$ cat config.mk
export PLATFORM = sky130hd
export DESIGN_NAME = uart_rx_fifo
export DESIGN_NICKNAME = d
export VERILOG_FILES = /design/src/rtl/uart_rx_fifo.sv
export SDC_FILE = /design/constraint.sdc
export NUM_CORES = 1
export LEC_CHECK = 0
export ABC_AREA = 1
export CAP_MARGIN = 20
export CORE_MARGIN = 8
export CORE_UTILIZATION = 55
export CTS_BUF_LIST = sky130_fd_sc_hd__clkbuf_8 sky130_fd_sc_hd__clkbuf_16
export CTS_CLUSTER_DIAMETER = 60
export DETAILED_ROUTE_END_ITERATION = 8
export PLACE_DENSITY = 0.75
export SLEW_MARGIN = 5
export SYNTH_ARGS = -nofsm -noshare
export SYNTH_HDL_FRONTEND = slang
export SYNTH_SLANG_ARGS = --single-unit
$ cat constraint.sdc
create_clock -name i_clk -period 2.8 [get_ports i_clk]
set_input_delay 0.56 -clock i_clk [delete_from_list [all_inputs] [get_ports i_clk]]
set_output_delay 0.56 -clock i_clk [all_outputs]
set_load 0.005 [all_outputs]
$ cat src/rtl/uart_rx_fifo.sv
// uart_rx_fifo
// ------------
// 8N1 UART receiver feeding a first-word-fall-through FIFO behind a
// valid/ready interface. The bit timer is derived from the clock frequency
// and baud generics. Each bit is sampled once at its centre: the start bit
// half a bit after the falling edge, and every later bit one bit period
// after the previous sample.
//
// Ports
//   i_clk            processor clock
//   i_rst            asynchronous, active-high reset
//   i_UART_Rx        serial line (idle high, asynchronous to i_clk)
//   o_data[7:0]      head-of-FIFO byte (0x00 while empty)
//   o_data_valid     FIFO not empty
//   i_data_ready     consumer accepts o_data (pop when valid & ready)
//   o_framing_error  1-cycle pulse when a stop bit is sampled low
//   o_overflow       1-cycle pulse when a good byte is dropped (FIFO full)
//
// G_FIFO_DEPTH must be a power of two and at least 2.

module uart_rx_fifo #(
  parameter int G_CLK_FREQ_HZ = 100_000_000,
  parameter int G_BAUD        = 115200,
  parameter int G_FIFO_DEPTH  = 16
) (
  input  logic       i_clk,
  input  logic       i_rst,
  input  logic       i_UART_Rx,
  output logic [7:0] o_data,
  output logic       o_data_valid,
  input  logic       i_data_ready,
  output logic       o_framing_error,
  output logic       o_overflow
);

  localparam int C_DIV  = (G_CLK_FREQ_HZ + G_BAUD / 2) / G_BAUD;
  localparam int C_HALF = C_DIV / 2;
  localparam int TW     = $clog2(C_DIV);
  localparam int AW     = $clog2(G_FIFO_DEPTH);

  localparam logic [TW-1:0] C_DIV_M1  = TW'(C_DIV - 1);
  localparam logic [TW-1:0] C_HALF_M1 = TW'(C_HALF - 1);
  localparam logic [TW-1:0] T_ONE     = TW'(1);

  typedef enum logic [2:0] {
    WAIT_IDLE = 3'd0,
    IDLE      = 3'd1,
    START     = 3'd2,
    DATA      = 3'd3,
    STOP      = 3'd4
  } state_t;

  // --------------------------------------------------------------------
  // Input synchronizer
  // --------------------------------------------------------------------
  logic       rx_meta_q;
  logic       rx_s_q;
  // The synchronizer resets to 1, which is not a real observation of the
  // line. prime_q fills with ones as the real line value reaches rx_s_q,
  // so a line held low through reset release is not mistaken for an
  // idle-then-start sequence.
  logic [1:0] prime_q;
  logic       rx_ok;

  always_ff @(posedge i_clk or posedge i_rst) begin
    if (i_rst) begin
      rx_meta_q <= 1'b1;
      rx_s_q    <= 1'b1;
      prime_q   <= 2'b00;
    end else begin
      rx_meta_q <= i_UART_Rx;
      rx_s_q    <= rx_meta_q;
      prime_q   <= {prime_q[0], 1'b1};
    end
  end

  assign rx_ok = prime_q[1];

  // --------------------------------------------------------------------
  // Receiver FSM
  // --------------------------------------------------------------------
  state_t        state_q, state_d;
  logic [TW-1:0] timer_q, timer_d;
  logic [2:0]    bit_q,   bit_d;
  logic [7:0]    shift_q, shift_d;
  logic          tick;
  logic          push_req;
  logic          frame_err;

  assign tick = (timer_q == '0);

  // State register (with the timer, bit index and shift register).
  always_ff @(posedge i_clk or posedge i_rst) begin
    if (i_rst) begin
      state_q <= WAIT_IDLE;
      timer_q <= '0;
      bit_q   <= '0;
      shift_q <= '0;
    end else begin
      state_q <= state_d;
      timer_q <= timer_d;
      bit_q   <= bit_d;
      shift_q <= shift_d;
    end
  end

  // Next-state logic.
  always_comb begin
    state_d = state_q;
    timer_d = timer_q;
    bit_d   = bit_q;
    shift_d = shift_q;
    case (state_q)
      WAIT_IDLE: begin
        if (rx_ok && rx_s_q) state_d = IDLE;
      end
      IDLE: begin
        if (!rx_s_q) begin
          state_d = START;
          timer_d = C_HALF_M1;
        end
      end
      START: begin
        if (tick) begin
          if (!rx_s_q) begin
            state_d = DATA;
            timer_d = C_DIV_M1;
            bit_d   = 3'd0;
          end else begin
            // Line back high at mid start bit: a glitch, not a frame.
            state_d = IDLE;
          end
        end else begin
          timer_d = timer_q - T_ONE;
        end
      end
      DATA: begin
        if (tick) begin
          shift_d = {rx_s_q, shift_q[7:1]};  // LSB arrives first
          timer_d = C_DIV_M1;
          if (bit_q == 3'd7) state_d = STOP;
          else               bit_d   = bit_q + 3'd1;
        end else begin
          timer_d = timer_q - T_ONE;
        end
      end
      STOP: begin
        if (tick) begin
          // A low stop bit (framing error or break) must see the line
          // return high before another start edge is accepted.
          state_d = rx_s_q ? IDLE : WAIT_IDLE;
        end else begin
          timer_d = timer_q - T_ONE;
        end
      end
      default: state_d = WAIT_IDLE;
    endcase
  end

  // Output logic.
  always_comb begin
    push_req  = 1'b0;
    frame_err = 1'b0;
    if (state_q == STOP && tick) begin
      push_req  = rx_s_q;
      frame_err = !rx_s_q;
    end
  end

  // --------------------------------------------------------------------
  // FWFT FIFO
  // --------------------------------------------------------------------
  // Pointers carry one extra wrap bit: equal means empty, equal except
  // for the wrap bit means full.
  logic [7:0]  mem_q [G_FIFO_DEPTH];
  logic [AW:0] wptr_q, wptr_d;
  logic [AW:0] rptr_q, rptr_d;
  logic        empty, full;
  logic        pop, push, drop;
  logic        ferr_q, ovf_q;

  assign empty = (wptr_q == rptr_q);
  assign full  = (wptr_q[AW] != rptr_q[AW]) &&
                 (wptr_q[AW-1:0] == rptr_q[AW-1:0]);

  assign pop  = !empty && i_data_ready;
  // A pop in the same cycle frees the slot the push needs.
  assign push = push_req && (!full || pop);
  assign drop = push_req && full && !pop;

  assign wptr_d = wptr_q + (AW+1)'(push);
  assign rptr_d = rptr_q + (AW+1)'(pop);

  always_ff @(posedge i_clk or posedge i_rst) begin
    if (i_rst) begin
      wptr_q <= '0;
      rptr_q <= '0;
      ferr_q <= 1'b0;
      ovf_q  <= 1'b0;
    end else begin
      wptr_q <= wptr_d;
      rptr_q <= rptr_d;
      ferr_q <= frame_err;
      ovf_q  <= drop;
    end
  end

  // Storage needs no reset: a slot is only read after it has been written.
  always_ff @(posedge i_clk) begin
    if (push) mem_q[wptr_q[AW-1:0]] <= shift_q;
  end

  assign o_data          = empty ? 8'h00 : mem_q[rptr_q[AW-1:0]];
  assign o_data_valid    = !empty;
  assign o_framing_error = ferr_q;
  assign o_overflow      = ovf_q;

endmodule

==> impl_metrics.csv <==
group,metric,value,unit
hold_path,holdPathStages,0,
floorplanning,io_pins,15,
detailed_routing,drt_pass1_iterations,5,
timing,relSlewSlack,49.2,%
detailed_routing,detail_route.wirelength,17100,µm
global_route,grt-ovfl-total,0,
hold_path,min_from,"prime_q[0]",
timing,rsz0062_at_grt,"no",
detailed_routing,num_vias,5365,
timing,fin_tns_setup,0,ns
global_route,grt_usage,19.7,%
cells_and_area,syn2layout_area_growth,15.7,%
global_route,antenna_found_initial,0,
floorplanning,std_cell_rows,43,
global_route,grt_max_degree,59,
floorplanning,die_area,0.0177,mm²
clock_network,cts_tree,"yes",
worst_setup_path,r2r-start,"rptr_q[0]",
synthesis,synth-seq-area-share,64.2,%
worst_setup_path,path_depth,10,
synthesis,yosysTopAreaCellShare,50.9,%
clock_network,h-tree-depth,4,
worst_setup_path,cp-start-kind,"flop",
timing,finalHoldViolCount,0,
worst_setup_path,crit_path_cell_trace,"clkinv_4 -> clkbuf_16 -> nand2_1 -> nand3_1 -> nand2_1 -> nand2_1 -> nand2_1 -> inv_1 -> a21oi_1 -> dlymetal6s2s_1",
cells_and_area,most-common-layout-cells,"nand2_1 (275), edfxtp_1 (128), nor2_1 (80)",
detailed_routing,wl_met2,8380,µm
clock_network,root_buffer,"clkbuf_16",
place,portBuffers,14,
clock_network,cts_sinks,168,
floorplanning,initial_core_util,55.2,%
place,gp_congestion,0.886,
clock_network,clk_pin_slew,0.06,ns
synthesis,synthesis.area,0.00755,mm²
worst_setup_path,reg2reg_depth,11,
worst_setup_path,critPathSlowestCell,"dfrtp_2",
floorplanning,die_h,133,µm
detailed_routing,drtIter0Drc,473,
power_and_ir_drop,powerDensity,930,mW/mm²
power_and_ir_drop,ir_worst_vdd,0.530,mV
clock_network,cts.hold.buffers_added,0,
clock_network,cts.path.max_buffers,2,
synthesis,netlist_instances,766,
worst_setup_path,path_buf_inv,4,
floorplanning,core_area,0.0137,mm²
synthesis,netlist_top_cells_area,"edfxtp_1 (51%), nand2_1 (14%), dfrtp_1 (13%)",
synthesis,synth_cell_types,33,
flow_run,drv_cap,0,
synthesis,yosysWarnings,0,
timing,maxSlewViolCount,0,
cells_and_area,finalInstanceArea,0.00873,mm²
floorplanning,fp.dieW,133,µm
cells_and_area,fin_nets,815,
cells_and_area,antenna_cells,0,
detailed_routing,drtAntennaViolNets,0,
cells_and_area,final_cells,996,
worst_setup_path,crit_type,"reg2out",
cells_and_area,drive_above_1_share,11.6,%
detailed_routing,drc,0,
detailed_routing,met3_length,1100,µm
worst_setup_path,cp-startpoint,"rptr_q[0]",
global_route,first_global_vias,5303,
power_and_ir_drop,power,8.12,mW
worst_setup_path,critical_path.top_delay_family,"buffers and inverters",
detailed_routing,highest_layer,"met4",
worst_setup_path,rrSetupSlack,0.50,ns
worst_setup_path,crit_path_end_kind,"primary output",
detailed_routing,via_per_inst,5.39,
place,dpl.cell_count,960,
place,dp_hpwl,11000,µm
hold_path,hold_path_class,"reg2reg",
worst_setup_path,crit_required,2.24,ns
timing,timing.final.crit_period,2.60,ns
worst_setup_path,slowest_delay,0.48,ns
detailed_routing,route.detailed.wl_per_inst,17.2,µm
timing,worst_slew_pin_slew,0.762,ns
timing,whs,0.349,ns
worst_setup_path,crit_top_cell,"nand2_1",
synthesis,yosysTopAreaCell,"edfxtp_1",
run_status,outcome,"complete, no violations",
global_route,grt_pass1_wl,27100,µm
timing,fmax,0.384,GHz
timing,skew,0.00699,ns
worst_setup_path,cp_max_fo,16,
timing,post-route-period-util,93.0,%
worst_setup_path,arrival,2.04,ns
clock_network,numCtsBuffers,17,
synthesis,syn_avg_cell_area,9.85,µm²
cells_and_area,mostFrequentLayoutCell,"nand2_1",
place,dpl_cell_area,0.00801,mm²
detailed_routing,m1WireLength,7130,µm
clock_network,clock_latency,0.43,ns
timing,finalSetupViolCount,0,
synthesis,synthesis.nets,778,
power_and_ir_drop,power_leakage,3.93,nW
synthesis,ys_seq_elements,168,
metrics by stage:
step | util [%] | setup WS (ns)
after global placement | 58.6 | 0.317
after CTS | 62.9 | -0.127
after floorplan | - | 0.776
final | 63.9 | 0.197
after global routing | 63.9 | 0.114
after detailed placement | 58.6 | 0.262
worst paths after layout:
check | endpoint
setup / recovery | o_data[4]
hold reg to reg | prime_q[1]
hold / removal | prime_q[1]
setup reg to reg | wptr_q[4]
min in group asynchronous | prime_q[1]
max in group asynchronous | rx_s_q
cells by family after synthesis:
family	count (synthesis)	synth area share [%]
buffers and inverters	89	4.92
flip-flops	168	64.2
AND/OR/NAND/NOR	437	24.8
adder cells (fa/ha/maj)	8	1.33
other	1	0.0497
XOR/XNOR	9	1.04
AO/OA/AOI/OAI	54	3.68
final cells by class:
cell class	count	area (µm²)
Timing Repair Buffer	42	475
Multi-Input combinational cell	509	2340
Clock buffer	17	425
Inverter	65	254
Clock inverter	15	160
Fill cell	1050	4930
Sequential cell	168	4850
Tap cell	180	225
flip-flops by register name, indices dropped and copies added, names as in the netlist:
signal,flops
rptr_q,5
bit_q,3
timer_q,10
shift_q,8
wptr_q,5
o_overflow,1
mem_q,128
rx_meta_q,1
rx_s_q,1
prime_q,2
state_q,3
o_framing_error,1
power breakdown:
| group | internal (mW) | switching, mW | total (mW) | leakage [nW] |
|---|---|---|---|---|
| clock | 1.38 | 0.924 | 2.31 | 0.279 |
| sequential | 2.77 | 0.183 | 2.95 | 1.82 |
| combinational | 1.05 | 1.81 | 2.86 | 1.83 |
synth_stat cells:
master and number:
nand4_2 5, clkbuf_1 7, buf_4 7, nand2_2 4, nand4_1 2, nor2_1 82, nand3_1 55, o211ai_1 1
nand2_4 1, buf_1 1, edfxtp_1 128, xor2_1 9, buf_2 9, o21ai_0 23, nand2_1 275, nand3_2 2
inv_2 10, conb_1 1, nor2_8 1, a21oi_1 15, and2_1 1, o21ai_2 1, clkinv_1 2, dfrtp_1 38
nor3_1 1, o22ai_1 1, o21ai_1 13, ha_1 8, nor2_4 6, nand3_4 1, inv_1 53, nor2_2 1
dfstp_2 2
routing by layer:
metal / vias to the layer above / global-route usage, %
li1: 2575 / -
met1: 2539 / 24.6
met2: 211 / 32.2
met3: 40 / 3.84
met4: 0 / 9.54
met5: - / 0
repair_timing:
action / in CTS / in global routing
buffers inserted: 0 / 1
gates cloned: 0 / 3
pin swaps: 0 / 0
resized for setup: 3 / 18
setup endpoints to repair: 8 / 9
(Power assumes the default switching activity.)
